## config.mk

```make
export PLATFORM = sky130hd
export DESIGN_NAME = chimera_cluster_pwr_ctrl_flat
export DESIGN_NICKNAME = d
export VERILOG_FILES = /design/src/rtl/chimera_cluster_pwr_ctrl_if.sv /design/src/rtl/chimera_cluster_pwr_ctrl.sv /design/src/flat_wrapper.sv
export SDC_FILE = /design/constraint.sdc
export NUM_CORES = 1
export LEC_CHECK = 0
export BUFFER_PORTS_ARGS = -buffer_cell sky130_fd_sc_hd__buf_4
export CORE_AREA = 10 10 117 77
export DETAILED_ROUTE_END_ITERATION = 8
export DIE_AREA = 0 0 127 87
export HOLD_SLACK_MARGIN = 0.06
export PLACE_DENSITY = 0.75
export RECOVER_POWER = 50
export SYNTH_ARGS = -nofsm -noshare
export SYNTH_HDL_FRONTEND = slang
export SYNTH_SLANG_ARGS = --single-unit
```

## constraint.sdc

```tcl
create_clock -name clk_i -period 1.9 [get_ports clk_i]
set_input_delay 0.095 -clock clk_i [delete_from_list [all_inputs] [get_ports clk_i]]
set_output_delay 0.095 -clock clk_i [all_outputs]
set_load 0.01 [all_outputs]
```

## src/rtl/chimera_cluster_pwr_ctrl_if.sv

```systemverilog
// APB completer bundle for the per-cluster power controller's register window.
interface chimera_cluster_pwr_ctrl_if #(
  parameter int unsigned AddrWidth = 32
);
  logic [AddrWidth-1:0] paddr;
  logic                 psel;
  logic                 penable;
  logic                 pwrite;
  logic [31:0]          pwdata;
  logic                 pready;
  logic [31:0]          prdata;
  logic                 pslverr;

  modport master (
    output paddr, psel, penable, pwrite, pwdata,
    input  pready, prdata, pslverr
  );

  modport slave (
    input  paddr, psel, penable, pwrite, pwdata,
    output pready, prdata, pslverr
  );
endinterface

```

## src/rtl/chimera_cluster_pwr_ctrl.sv

```systemverilog
// Per-cluster isolate / clock-gate / soft-reset sequencer behind an APB register window.
// Optional isolation-ack timeout with error flag: define CHIMERA_PWR_TIMEOUT_EN.
module chimera_cluster_pwr_ctrl #(
  parameter int unsigned NumClusters   = 5,
  parameter int unsigned AddrWidth     = 32,
  parameter int unsigned RstCycles     = 8,
  parameter int unsigned TimeoutCycles = 1024,
  parameter bit          ResetOn       = 1'b1
) (
  input  logic                   clk_i,
  input  logic                   rst_i,
  chimera_cluster_pwr_ctrl_if.slave apb,
  output logic [NumClusters-1:0] cluster_clk_en_o,
  output logic [NumClusters-1:0] cluster_rst_o,
  output logic [NumClusters-1:0] cluster_isolate_o,
  input  logic [NumClusters-1:0] cluster_isolated_i
);

  typedef enum logic [2:0] {
    ST_RUN  = 3'd0,
    ST_ISO  = 3'd1,
    ST_OFF  = 3'd2,
    ST_RST  = 3'd3,
    ST_WAKE = 3'd4
  } state_e;

  localparam int unsigned IdxMsb = (AddrWidth > 6) ? 5 : AddrWidth - 1;
  localparam int unsigned CntW   = $clog2(RstCycles + 1);

  state_e                 state_q [NumClusters];
  state_e                 state_d [NumClusters];
  logic [CntW-1:0]        rst_cnt_q [NumClusters];
  logic [NumClusters-1:0] target_q, pend_q, rearm_q, err, to_hit, rst_last;
  logic [NumClusters-1:0] wr_sel, srst_wr;
  logic                   access, wr_en, idx_ok;
  logic [3:0]             idx;

  // ---------------------------------------------------------------- APB decode
  assign access = apb.psel & apb.penable;
  assign idx    = 4'(apb.paddr[IdxMsb:2]);
  assign idx_ok = ({1'b0, idx} < 5'(NumClusters));
  assign wr_en  = access & apb.pwrite & idx_ok;
  assign apb.pready = 1'b1;

  always_comb begin
    wr_sel = '0;
    for (int c = 0; c < NumClusters; c++) wr_sel[c] = wr_en && (idx == 4'(c));
  end

  assign srst_wr = wr_sel & {NumClusters{apb.pwdata[1]}};

  always_comb begin
    apb.prdata  = '0;
    apb.pslverr = 1'b0;
    if (access) begin
      if (!idx_ok) begin
        apb.pslverr = 1'b1;
      end else begin
        for (int c = 0; c < NumClusters; c++) begin
          if (idx == 4'(c)) apb.prdata = {25'd0, state_q[c], 1'b0, err[c], pend_q[c], target_q[c]};
        end
      end
    end
  end

  // Only the selected data bits and address bits [5:2] carry meaning.
  logic unused_bits;
  assign unused_bits = ^{apb.pwdata[31:3], apb.paddr};

  // ---------------------------------------------------------------- FSM: state register
  always_ff @(posedge clk_i) begin
    for (int c = 0; c < NumClusters; c++) begin
      // NOTE: reset is synchronous, so it lives inside the clocked block and wins over every other update.
      if (rst_i) state_q[c] <= ResetOn ? ST_RUN : ST_OFF;
      else       state_q[c] <= state_d[c];
    end
  end

  // ---------------------------------------------------------------- FSM: next state
  always_comb begin
    // NOTE: every output of a combinational block gets a default first, otherwise a latch is inferred.
    rst_last = '0;
    for (int c = 0; c < NumClusters; c++) begin
      state_d[c] = state_q[c];
      case (state_q[c])
        ST_RUN:  if (!target_q[c] || pend_q[c]) state_d[c] = ST_ISO;
        ST_ISO:  if (cluster_isolated_i[c] || to_hit[c]) state_d[c] = ST_OFF;
        ST_OFF: begin
          if (pend_q[c])        state_d[c] = ST_RST;
          else if (target_q[c]) state_d[c] = ST_WAKE;
        end
        ST_RST: begin
          if (rst_cnt_q[c] == CntW'(RstCycles - 1)) begin
            rst_last[c] = 1'b1;
            state_d[c]  = target_q[c] ? ST_WAKE : ST_OFF;
          end
        end
        ST_WAKE: if (!cluster_isolated_i[c] || to_hit[c]) state_d[c] = ST_RUN;
        default: state_d[c] = ST_OFF;
      endcase
    end
  end

  // ---------------------------------------------------------------- FSM: outputs
  always_comb begin
    cluster_clk_en_o  = '0;
    cluster_rst_o     = '0;
    cluster_isolate_o = '1;
    for (int c = 0; c < NumClusters; c++) begin
      case (state_q[c])
        ST_RUN, ST_WAKE: begin
          cluster_clk_en_o[c]  = 1'b1;
          cluster_isolate_o[c] = 1'b0;
        end
        ST_ISO: cluster_clk_en_o[c] = 1'b1;
        ST_RST: begin
          cluster_clk_en_o[c] = 1'b1;
          cluster_rst_o[c]    = 1'b1;
        end
        default: ;
      endcase
    end
  end

  // ---------------------------------------------------------------- control fields, RST counter
  always_ff @(posedge clk_i) begin
    for (int c = 0; c < NumClusters; c++) begin
      if (rst_i) begin
        target_q[c]  <= ResetOn;
        pend_q[c]    <= 1'b0;
        rearm_q[c]   <= 1'b0;
        rst_cnt_q[c] <= '0;
      end else begin
        if (wr_sel[c]) target_q[c] <= apb.pwdata[0];
        // A soft-reset request arriving mid-pass survives the end-of-pass clear.
        if (rst_last[c])     pend_q[c] <= rearm_q[c] | srst_wr[c];
        else if (srst_wr[c]) pend_q[c] <= 1'b1;
        if (state_q[c] == ST_RST && !rst_last[c]) rearm_q[c] <= rearm_q[c] | srst_wr[c];
        else                                      rearm_q[c] <= 1'b0;
        if (state_q[c] != ST_RST)   rst_cnt_q[c] <= '0;
        else if (rst_cnt_q[c] != '1) rst_cnt_q[c] <= rst_cnt_q[c] + 1'b1;
      end
    end
  end

`ifdef CHIMERA_PWR_TIMEOUT_EN
  localparam int unsigned ToW = $clog2(TimeoutCycles + 1);
  logic [ToW-1:0] to_cnt_q [NumClusters];

  always_comb begin
    to_hit = '0;
    for (int c = 0; c < NumClusters; c++) begin
      to_hit[c] = (to_cnt_q[c] == ToW'(TimeoutCycles - 1)) &&
                  ((state_q[c] == ST_ISO  && !cluster_isolated_i[c]) ||
                   (state_q[c] == ST_WAKE &&  cluster_isolated_i[c]));
    end
  end

  always_ff @(posedge clk_i) begin
    for (int c = 0; c < NumClusters; c++) begin
      if (rst_i || !(state_q[c] == ST_ISO || state_q[c] == ST_WAKE)) to_cnt_q[c] <= '0;
      else if (to_cnt_q[c] != '1)                                    to_cnt_q[c] <= to_cnt_q[c] + 1'b1;
      // Hardware set beats a same-cycle software clear.
      if (rst_i)                              err[c] <= 1'b0;
      else if (to_hit[c])                     err[c] <= 1'b1;
      else if (wr_sel[c] && apb.pwdata[2])    err[c] <= 1'b0;
    end
  end
`else
  assign to_hit = '0;
  assign err    = '0;

  logic unused_timeout;
  assign unused_timeout = ^{TimeoutCycles, apb.pwdata[2]};
`endif

endmodule

```

## src/flat_wrapper.sv

```systemverilog
// flat-port wrapper written by rule: the top's interface ports become plain ports
module chimera_cluster_pwr_ctrl_flat 
#(
  parameter int unsigned NumClusters   = 5,
  parameter int unsigned AddrWidth     = 32,
  parameter int unsigned RstCycles     = 8,
  parameter int unsigned TimeoutCycles = 1024,
  parameter bit          ResetOn       = 1'b1
)
  (clk_i, rst_i, cluster_clk_en_o, cluster_rst_o, cluster_isolate_o, cluster_isolated_i, apb_paddr, apb_psel, apb_penable, apb_pwrite, apb_pwdata, apb_pready, apb_prdata, apb_pslverr);
  chimera_cluster_pwr_ctrl_if #(.AddrWidth(AddrWidth)) apb_i ();
  input  logic clk_i;
  input  logic rst_i;
  output logic [NumClusters-1:0] cluster_clk_en_o;
  output logic [NumClusters-1:0] cluster_rst_o;
  output logic [NumClusters-1:0] cluster_isolate_o;
  input  logic [NumClusters-1:0] cluster_isolated_i;
  input wire logic [$bits(apb_i.paddr)-1:0] apb_paddr;
  input wire logic [$bits(apb_i.psel)-1:0] apb_psel;
  input wire logic [$bits(apb_i.penable)-1:0] apb_penable;
  input wire logic [$bits(apb_i.pwrite)-1:0] apb_pwrite;
  input wire logic [$bits(apb_i.pwdata)-1:0] apb_pwdata;
  output wire logic [$bits(apb_i.pready)-1:0] apb_pready;
  output wire logic [$bits(apb_i.prdata)-1:0] apb_prdata;
  output wire logic [$bits(apb_i.pslverr)-1:0] apb_pslverr;
  assign apb_i.paddr = apb_paddr;
  assign apb_i.psel = apb_psel;
  assign apb_i.penable = apb_penable;
  assign apb_i.pwrite = apb_pwrite;
  assign apb_i.pwdata = apb_pwdata;
  assign apb_pready = apb_i.pready;
  assign apb_prdata = apb_i.prdata;
  assign apb_pslverr = apb_i.pslverr;
  chimera_cluster_pwr_ctrl #(.NumClusters(NumClusters), .AddrWidth(AddrWidth), .RstCycles(RstCycles), .TimeoutCycles(TimeoutCycles), .ResetOn(ResetOn)) u_core (.clk_i(clk_i), .rst_i(rst_i), .apb(apb_i), .cluster_clk_en_o(cluster_clk_en_o), .cluster_rst_o(cluster_rst_o), .cluster_isolate_o(cluster_isolate_o), .cluster_isolated_i(cluster_isolated_i));
endmodule
```

Word level (Yosys, flattened, before mapping)
Memories as Yosys holds them, arrays and structs flattened.
Index checks and enable logic that the tools add are counted.
{ "totals": {"register_bits": 15, "latch_bits": 0, "ram_bits": 35, "rom_bits": 0, "output_inout_bits": 49, "elab_cells": 279, "mem_count": 2} }
{ "memory_table": {"columns": ["name", "depth", "word_bits", "rd", "rd_ports_with_merged_regs", "wr", "line_no", "text"], "rows": [
  ["u_core.rst_cnt_q", 5, 4, 5, 0, 5, "chimera_cluster_pwr_ctrl.sv:32", "logic [CntW-1:0] rst_cnt_q [NumClusters];"],
  ["u_core.state_q", 5, 3, 5, 0, 5, "chimera_cluster_pwr_ctrl.sv:30", "state_e state_q [NumClusters];"]
]} }
{ "op_classes": {"add_sub_neg": 5, "mul": 0, "div": 0, "magnitude_cmp": 1, "eq_ne": 39, "shifts": 0, "mux": 137, "n_bitwise": 29, "reduce_logical": 51} }
{ "ops": {"columns": ["operator", "n"], "rows": [
  ["3-bit two-way mux", 40],
  ["1-bit two-way mux", 75],
  ["3-bit one-hot mux with 5 select lines", 5],
  ["32-bit two-way mux", 2],
  ["4-bit two-way mux", 10],
  ["7-bit two-way mux", 5],
  ["3-bit by 2-bit equality test with 1-bit output, second input constant", 10],
  ["4-bit by 3-bit equality test with 1-bit output, second input constant", 6],
  ["4-bit by 1-bit adder with 4-bit output, second input constant", 5],
  ["4-bit != test, second input constant", 5],
  ["1-bit bitwise OR", 20],
  ["2-bit OR reduction", 10],
  ["4-bit OR reduction", 5],
  ["3-bit by 1-bit equality test with 1-bit output, second input constant", 5],
  ["3-bit equality test, second input constant", 5],
  ["3-bit logical NOT", 5],
  ["3-bit by 2-bit != test with 1-bit output, second input constant", 5],
  ["1-bit logical AND", 10],
  ["1-bit logical NOT", 10],
  ["2-bit nonzero test", 5],
  ["4-bit by 2-bit equality test with 1-bit output, second input constant", 2],
  ["5-bit AND", 1],
  ["1-bit logical OR", 5],
  ["1-bit NOT", 5],
  ["4 further kinds", 6]
]} }

Longest topological paths before layout
Gate-level depths: netlist of run 1.
{ "depth": {"depth_word": 8, "ltp_mapped": 6, "ltp_nobuf": 5} }

Least setup slack after synthesis of run 1
OpenSTA, ideal clock, no wires.
{ "synth_path": {"path_kind": "register to register", "start": "memory u_core.rst_cnt_q[4][0] in the netlist's numbering", "end": "memory u_core.state_q[4][1] in the netlist's numbering", "arrival_ns": 1.442, "path_slack_ns": 0.388, "stages_incl_launch_ff": 6, "path_buffers": 0, "synth_period_minus_slack_ns": 1.512, "path_cell_list": "edfxtp_1 ha_1 nand3b_1 a21oi_1 or3b_2 a21oi_1"} }
{ "synth_rtl": {"columns": ["element", "line_no"], "rows": [
  ["start: declaration", "chimera_cluster_pwr_ctrl.sv:32"],
  ["end: declaration", "chimera_cluster_pwr_ctrl.sv:30"]
]} }

==> results.toml, run 1 <==
[status]
status = "finished clean"

[cts]
cts_resized = 0
path_clk_slew_ps = 70
insertion_delay_ps = 290
clock_tree.root_cell = "clkbuf_16"
post-cts-setup-buffers = 0
cts_buffers = 5
cts_max_level = 2
cts_tree = "yes"
clockBufferDepth = 2
ctsHoldBuffers = 0
clock-sinks = 50

[power_and_ir_drop]
peakVddDrop_v = 0.000398
pwr_density_cell_nw_per_um2 = 664
p_leak_nw = 1.44

[place]
io_buffers = 36
hpwl_um = 6020
place_inst = 504
gp_congestion = 0.858
postPlaceCellArea_um2 = 3530
dp_slack_ps = 216

[setup_path]
crit_path_start_kind = "flip-flop"
crit_chain = "nor2_1 -> a2bb2oi_1 -> o22ai_1 -> o211a_1 -> buf_4"
crit_family = "flip-flops"
crit_path_max_incr_delay_ps = 580
r2r-end = "u_core.state_q[3][0]"
critical_path.endpoint_type = "output port"
rrSetupSlack_ps = 170
r2r_cells = 5
r2r-start = "u_core.rst_cnt_q[3][0]"
cp_slowest_cell = "dfxtp_1"
required_ps = 1800
crit_type = "flip-flop to output port"
cp_max_fo = 12
cp_data_arrival_time_ps = 1650
crit_buf_inv = 1

[synthesis]
synth_edf_count = 20
syn_avg_cell_area_um2 = 8.43
synth_seq_cells = 50
ys_types = 61
ys.flop_type = "dfxtp_1"
yosysSeqAreaShare_pct = 36.1
yosysWarnings = 0
synth_area_um2 = 3330
syn_inst = 395
synthArstFlopShare_pct = 0

[finish]
num-nets-final = 499
antennaDiodeCount = 0
drive_above_1_share_pct = 12.4
mostFrequentLayoutCells = "43 x nor2_1, 34 x a21oi_1, 32 x buf_4, 30 x dfxtp_1, 29 x nand2_1"
stdcell_count = 512
stdcell_area_um2 = 3640
final_common_cell = "nor2_1"
syn2layout_area_growth_pct = 9.43

[route]
wl_per_cell_um = 15.5
route.detailed.drc = 0
wirelength_um = 7950
vias_per_cell = 5.60
drt_iter0_drc = 332
drtPass1Iterations = 7
antenna_left = 0
vias = 2865

[run]
max_cap_viol_count = 0

[global_route]
antenna_found_initial = 0
grt-ovfl-total = 0
grt_pass1_vias = 2656
track_usage_pct = 14.3
grt_pass1_wl_um = 13200
grt_max_degree = 19

[sta]
setup_violations = 0
fin_setup_tns_ps = 0
post-route-period-util_pct = 91.6
maxSlewViolCount = 0
hold-worst-slack_ps = 75.2
max_freq_mhz = 574
grt_setup_unrepaired = "no"
period_needed_ps = 1740
finalHoldViolations = 0
fin_ws_ps = 159
finClkSkew_ps = 3.40

[die]
dieArea_um2 = 11000
core_um2 = 6970
die_x_um = 127
die_height_um = 87
rows = 24
pin_count = 123
start_util_pct = 47.8

[hold_path]
hold_end = "u_core.pend_q[4]"
min_from = "apb_pwdata[1]"
hp-class = "input port to flip-flop"
hold_depth = 3
-- power by group --
group	switching (mW)	leakage [nW]	internal [mW]
registers	0.0276	0.489	1.12
clock network	0.385	0.0781	0.623
logic	0.161	0.873	0.106
-- per-layer routing --
metal	share of wire, %	vias to the layer above	wire length, µm	GRT usage (%)
li1	-	1416	-	-
met1	50	1333	4010	20.1
met2	41	105	3250	20.8
met3	7.7	11	611	4.08
met4	0.98	0	78	3.60
met5	0	-	0	0
-- synthesized netlist by cell type, drive strengths merged, types with 3 or more instances --
cell     count  area share (%)
edfxtp      20              18
nand4b       4             1.1
nand2b       3            0.64
mux2i       17             5.1
clkbuf       7            0.79
mux2         3             1.0
nor2        44             5.3
or2          4            0.75
o21ai       11             1.7
and3         9             1.7
o21a         3            0.68
or3b         3            0.86
a2bb2oi      4             1.1
nand3       15             2.3
buf         43             9.1
a21oi       35             5.4
nor2b        4            0.75
nand2       29             3.3
a31oi        5            0.94
a2111oi      3            0.79
inv         21             2.4
nand3b      12             2.7
xnor2        5             1.3
nor3        15             2.4
dfxtp       30              18
or3          4            0.75
ha           5             1.9
o22ai        7             1.3
-- worst max path at each step --
stage / startpoint / to / slack (ps) / cells past startpoint
after detailed placement: u_core.rst_cnt_q[3][0] / u_core.state_q[3][0] / 220 / 5
after global placement: u_core.rst_cnt_q[3][0] / u_core.state_q[3][0] / 240 / 5
after floorplan: u_core.rst_cnt_q[4][0] / u_core.state_q[4][1] / 390 / 5
after global routing: u_core.state_q[0][0] / apb_prdata[4] / 20 / 5
final: u_core.state_q[0][0] / apb_prdata[4] / 160 / 5
after CTS: u_core.state_q[0][0] / apb_prdata[4] / 180 / 5
-- logic make-up (layout without fill, tap and decap cells) --
family / after synthesis / after routing / share of synthesized area [%]
adder cells (fa/ha/maj): 5 / 5 / 1.88
AND/OR/NAND/NOR: 154 / 154 / 24.4
flip-flops: 50 / 50 / 36.1
multiplexers: 22 / 22 / 7.48
other: 2 / 28 / 0.225
buffers and inverters: 71 / 71 / 12.2
XOR/XNOR: 6 / 6 / 1.58
AO/OA/AOI/OAI: 85 / 85 / 16.1
-- worst reg2reg max path: cells and delay by family, from the launching register on --
kind / cells / cell delay [ps]
fa+ha+maj: 1 / 260
simple gates: 2 / 340
compound gates: 1 / 280
flops: 1 / 400
mux: 1 / 330
-- flip-flops by register name, summed over array words and instances (netlist names) --
name,cells
u_core.rearm_q,5
u_core.target_q,5
u_core.rst_cnt_q,20
u_core.state_q,15
u_core.pend_q,5
-- area by class of cell --
cell class	instances	area, µm²
flip-flops and latches	50	1200
clock inverters	1	30.0
well taps	91	114
clock buffers	7	133
fillers	687	3320
repair buffers	42	278
inverters	21	78.8
multi-input cells	300	1810
-- stage by stage --
| stage | total power, mW | utilization [%] |
|---|---|---|
| floorplan | 1.40 | - |
| global placement | 1.44 | 50.6 |
| detailed placement | 1.44 | 50.6 |
| CTS | 2.44 | 53.0 |
| global route | 2.51 | 52.3 |
| finish | 2.42 | 52.3 |
No activity file was read; power rests on OpenSTA's default activity.
==> inputs of run 2 (changes only) <==
- ABC_AREA: not set -> 1
- CORE_AREA: 10 10 117 77 -> 10 10 118 78
- DIE_AREA: 0 0 127 87 -> 0 0 128 88
==> run 2 against run 1 <==
Net effect: total power rose by 55%; wire length shrank 5.1%; first-iteration DRC count shrank 29%; hold slack got worse by 4.0 ps; clock skew rose by 3.3 ps; critical endpoint is now u_core.rst_cnt_q[3][0].
==> results.toml, run 2 <==
[route]
antenna_left = 0
drt_iter0_drc = 237
wirelength_um = 7550
drtPass1Iterations = 6
route.detailed.drc = 0
vias_per_cell = 4.97
wl_per_cell_um = 12.2
vias = 3079

[die]
die_height_um = 88
core_um2 = 7030
start_util_pct = 48.7
rows = 24
dieArea_um2 = 11300
pin_count = 123
die_x_um = 128

[power_and_ir_drop]
switchingPower_mw = 1.50
switching_share_pct = 39.9
peakVddDrop_v = 0.000615
seqPwrFrac_pct = 36.9
p_leak_nw = 1.72
comb_power_share_pct = 39.6
clkPwrFrac_pct = 23.5
pwr_density_cell_nw_per_um2 = 997
power.internal_mw = 2.25

[cts]
clock_tree.root_cell = "clkbuf_16"
cts_tree = "yes"
clockBufferDepth = 2
post-cts-setup-buffers = 0
cts_max_level = 2
ctsHoldBuffers = 0
cts_buffers = 5
path_clk_slew_ps = 60
cts_resized = 0
insertion_delay_ps = 290
clock-sinks = 50

[synthesis]
ys.flop_type = "dfxtp_1"
syn_inst = 486
synthMuxAreaShare_pct = 0
synth_compound_area_share_pct = 9.18
netlist_top_cells_count = "83 x nand2_1, 82 x nor2_1, 61 x inv_1, 51 x nand3_1, 30 x dfxtp_1"
yosysSeqAreaShare_pct = 35.1
synth_seq_cells = 50
yosysWarnings = 0
synth_top_cell_by_area = "dfxtp_1"
synth_xor_area_share_pct = 1.28
synthArstFlopShare_pct = 0
synth-simple-area-share_pct = 37.9
ys_types = 38
syn_avg_cell_area_um2 = 7.04
synth_edf_count = 20
ys_top_cells_by_area = "dfxtp_1 18%, edfxtp_1 18%, nand2_1 9.1%, nor2_1 9.0%, nand3_1 7.5%"
synth_fa_ha_area_share_pct = 1.83
synth_top_cell_area_share_pct = 17.6
synth.most_common_cell = "nand2_1"
synth_area_um2 = 3420
synth_top_family_by_area = "simple AND/OR/NAND/NOR gates"

[global_route]
track_usage_pct = 13.1
antenna_found_initial = 0
grt_max_degree = 21
grt_pass1_wl_um = 12500
grt_pass1_vias = 2776
grt-ovfl-total = 0

[setup_path]
cp_slowest_cell = "dfxtp_1"
cp_data_arrival_time_ps = 1550
r2r-start = "u_core.state_q[3][1]"
crit_path_max_incr_delay_ps = 450
cp_common_cell = "inv_2"
cp_max_fo = 7
crit_chain = "inv_2 -> nor2_4 -> inv_2 -> nor2_1 -> o21ai_2 -> nand2_1"
crit_type = "flip-flop to flip-flop"
r2r-end = "u_core.rst_cnt_q[3][0]"
crit_path_start_kind = "flip-flop"
critical_path.endpoint_type = "flip-flop"
rrSetupSlack_ps = 340
required_ps = 1890
r2r_cells = 6

[sta]
finalHoldViolations = 0
finClkSkew_ps = 6.75
post-route-period-util_pct = 82.0
fin_setup_tns_ps = 0
fin_ws_ps = 341
grt_setup_unrepaired = "no"
setup_violations = 0
maxSlewViolCount = 0
max_freq_mhz = 642
period_needed_ps = 1560

[finish]
reg.largest.list = "u_core.rst_cnt_q (20), u_core.state_q (15)"
stdcell_area_um2 = 3760
antennaDiodeCount = 0
num-nets-final = 606
mostFrequentLayoutCells = "85 x nor2_1, 84 x nand2_1, 63 x inv_1, 53 x nand3_1, 30 x dfxtp_1"
drive_above_1_share_pct = 12.9
stdcell_count = 619
final_common_cell = "nor2_1"
final_core_util_pct = 53.5
fillers = 708
largest_register_ffs = 20
regMostFlops = "u_core.rst_cnt_q"
syn2layout_area_growth_pct = 9.91

[place]
dp_slack_ps = 418
hpwl_um = 6060
gp_congestion = 0.868
postPlaceCellArea_um2 = 3700
io_buffers = 36
place_inst = 611

[hold_path]
hold_depth = 3
hp-class = "input port to flip-flop"
hold_end = "u_core.target_q[0]"
min_from = "apb_pwdata[0]"

[status]
status = "finished clean"

[run]
max_cap_viol_count = 0
## run 2: logic make-up after synthesis
kind of cell    Yosys count
compound gates           55
xor+xnor                  5
fa+ha+maj                 5
buf+inv                 102
flops                    50
other cells               2
simple gates            267
## run 2: worst max-delay path by stage
stage	start	to	cells after the start
final	u_core.state_q[3][1]	u_core.rst_cnt_q[3][0]	6
after CTS	u_core.state_q[3][1]	u_core.rst_cnt_q[3][0]	6
after global placement	u_core.state_q[3][1]	u_core.rst_cnt_q[3][3]	6
after floorplan	u_core.rst_cnt_q[4][0]	u_core.rst_cnt_q[4][0]	4
after global routing	u_core.state_q[3][2]	u_core.rst_cnt_q[3][2]	7
after detailed placement	u_core.state_q[3][1]	u_core.rst_cnt_q[3][3]	6
## run 2: per-stage QoR
step	power (mW)	hold WS (ps)
after floorplan	2.52	221
after global placement	2.93	369
after detailed placement	2.97	373
after CTS	3.85	69.2
after global routing	4.07	83.5
final	3.75	71.2
## run 2: layout make-up
class / instances / area (µm²) / share of cell area [%]
flip-flops and latches: 50 / 1200 / 31.9
clock buffers: 6 / 129 / 3.43
well taps: 91 / 114 / 3.03
repair buffers: 39 / 255 / 6.79
clock inverters: 2 / 13.8 / 0.366
inverters: 71 / 267 / 7.09
multi-input cells: 360 / 1780 / 47.4
## run 2: worst max-delay path: cells and delay by family, from the launching register on
family	cells	cell delay, ps
and+or+nand+nor	3	550
DFF	1	450
AOI/OAI and AO/OA	1	130
buffers and inverters	2	130
## run 2: power groups by stage
stage / Combinational, mW / Sequential [mW] / Clock, mW
after CTS: 1.57 / 1.38 / 0.903
after detailed placement: 1.56 / 1.41 / 0
after global routing: 1.72 / 1.40 / 0.943
after floorplan: 1.15 / 1.37 / 0
final: 1.48 / 1.38 / 0.881
after global placement: 1.53 / 1.40 / 0
## run 2: per-layer routing
layer | part of all wire [%] | GRT usage (%) | vias to the layer above
met3 | 5.4 | 2.84 | 8
li1 | - | - | 1608
met5 | 0 | 0 | -
met4 | 1.3 | 5.09 | 0
met1 | 47 | 16.3 | 1382
met2 | 46 | 22.1 | 81
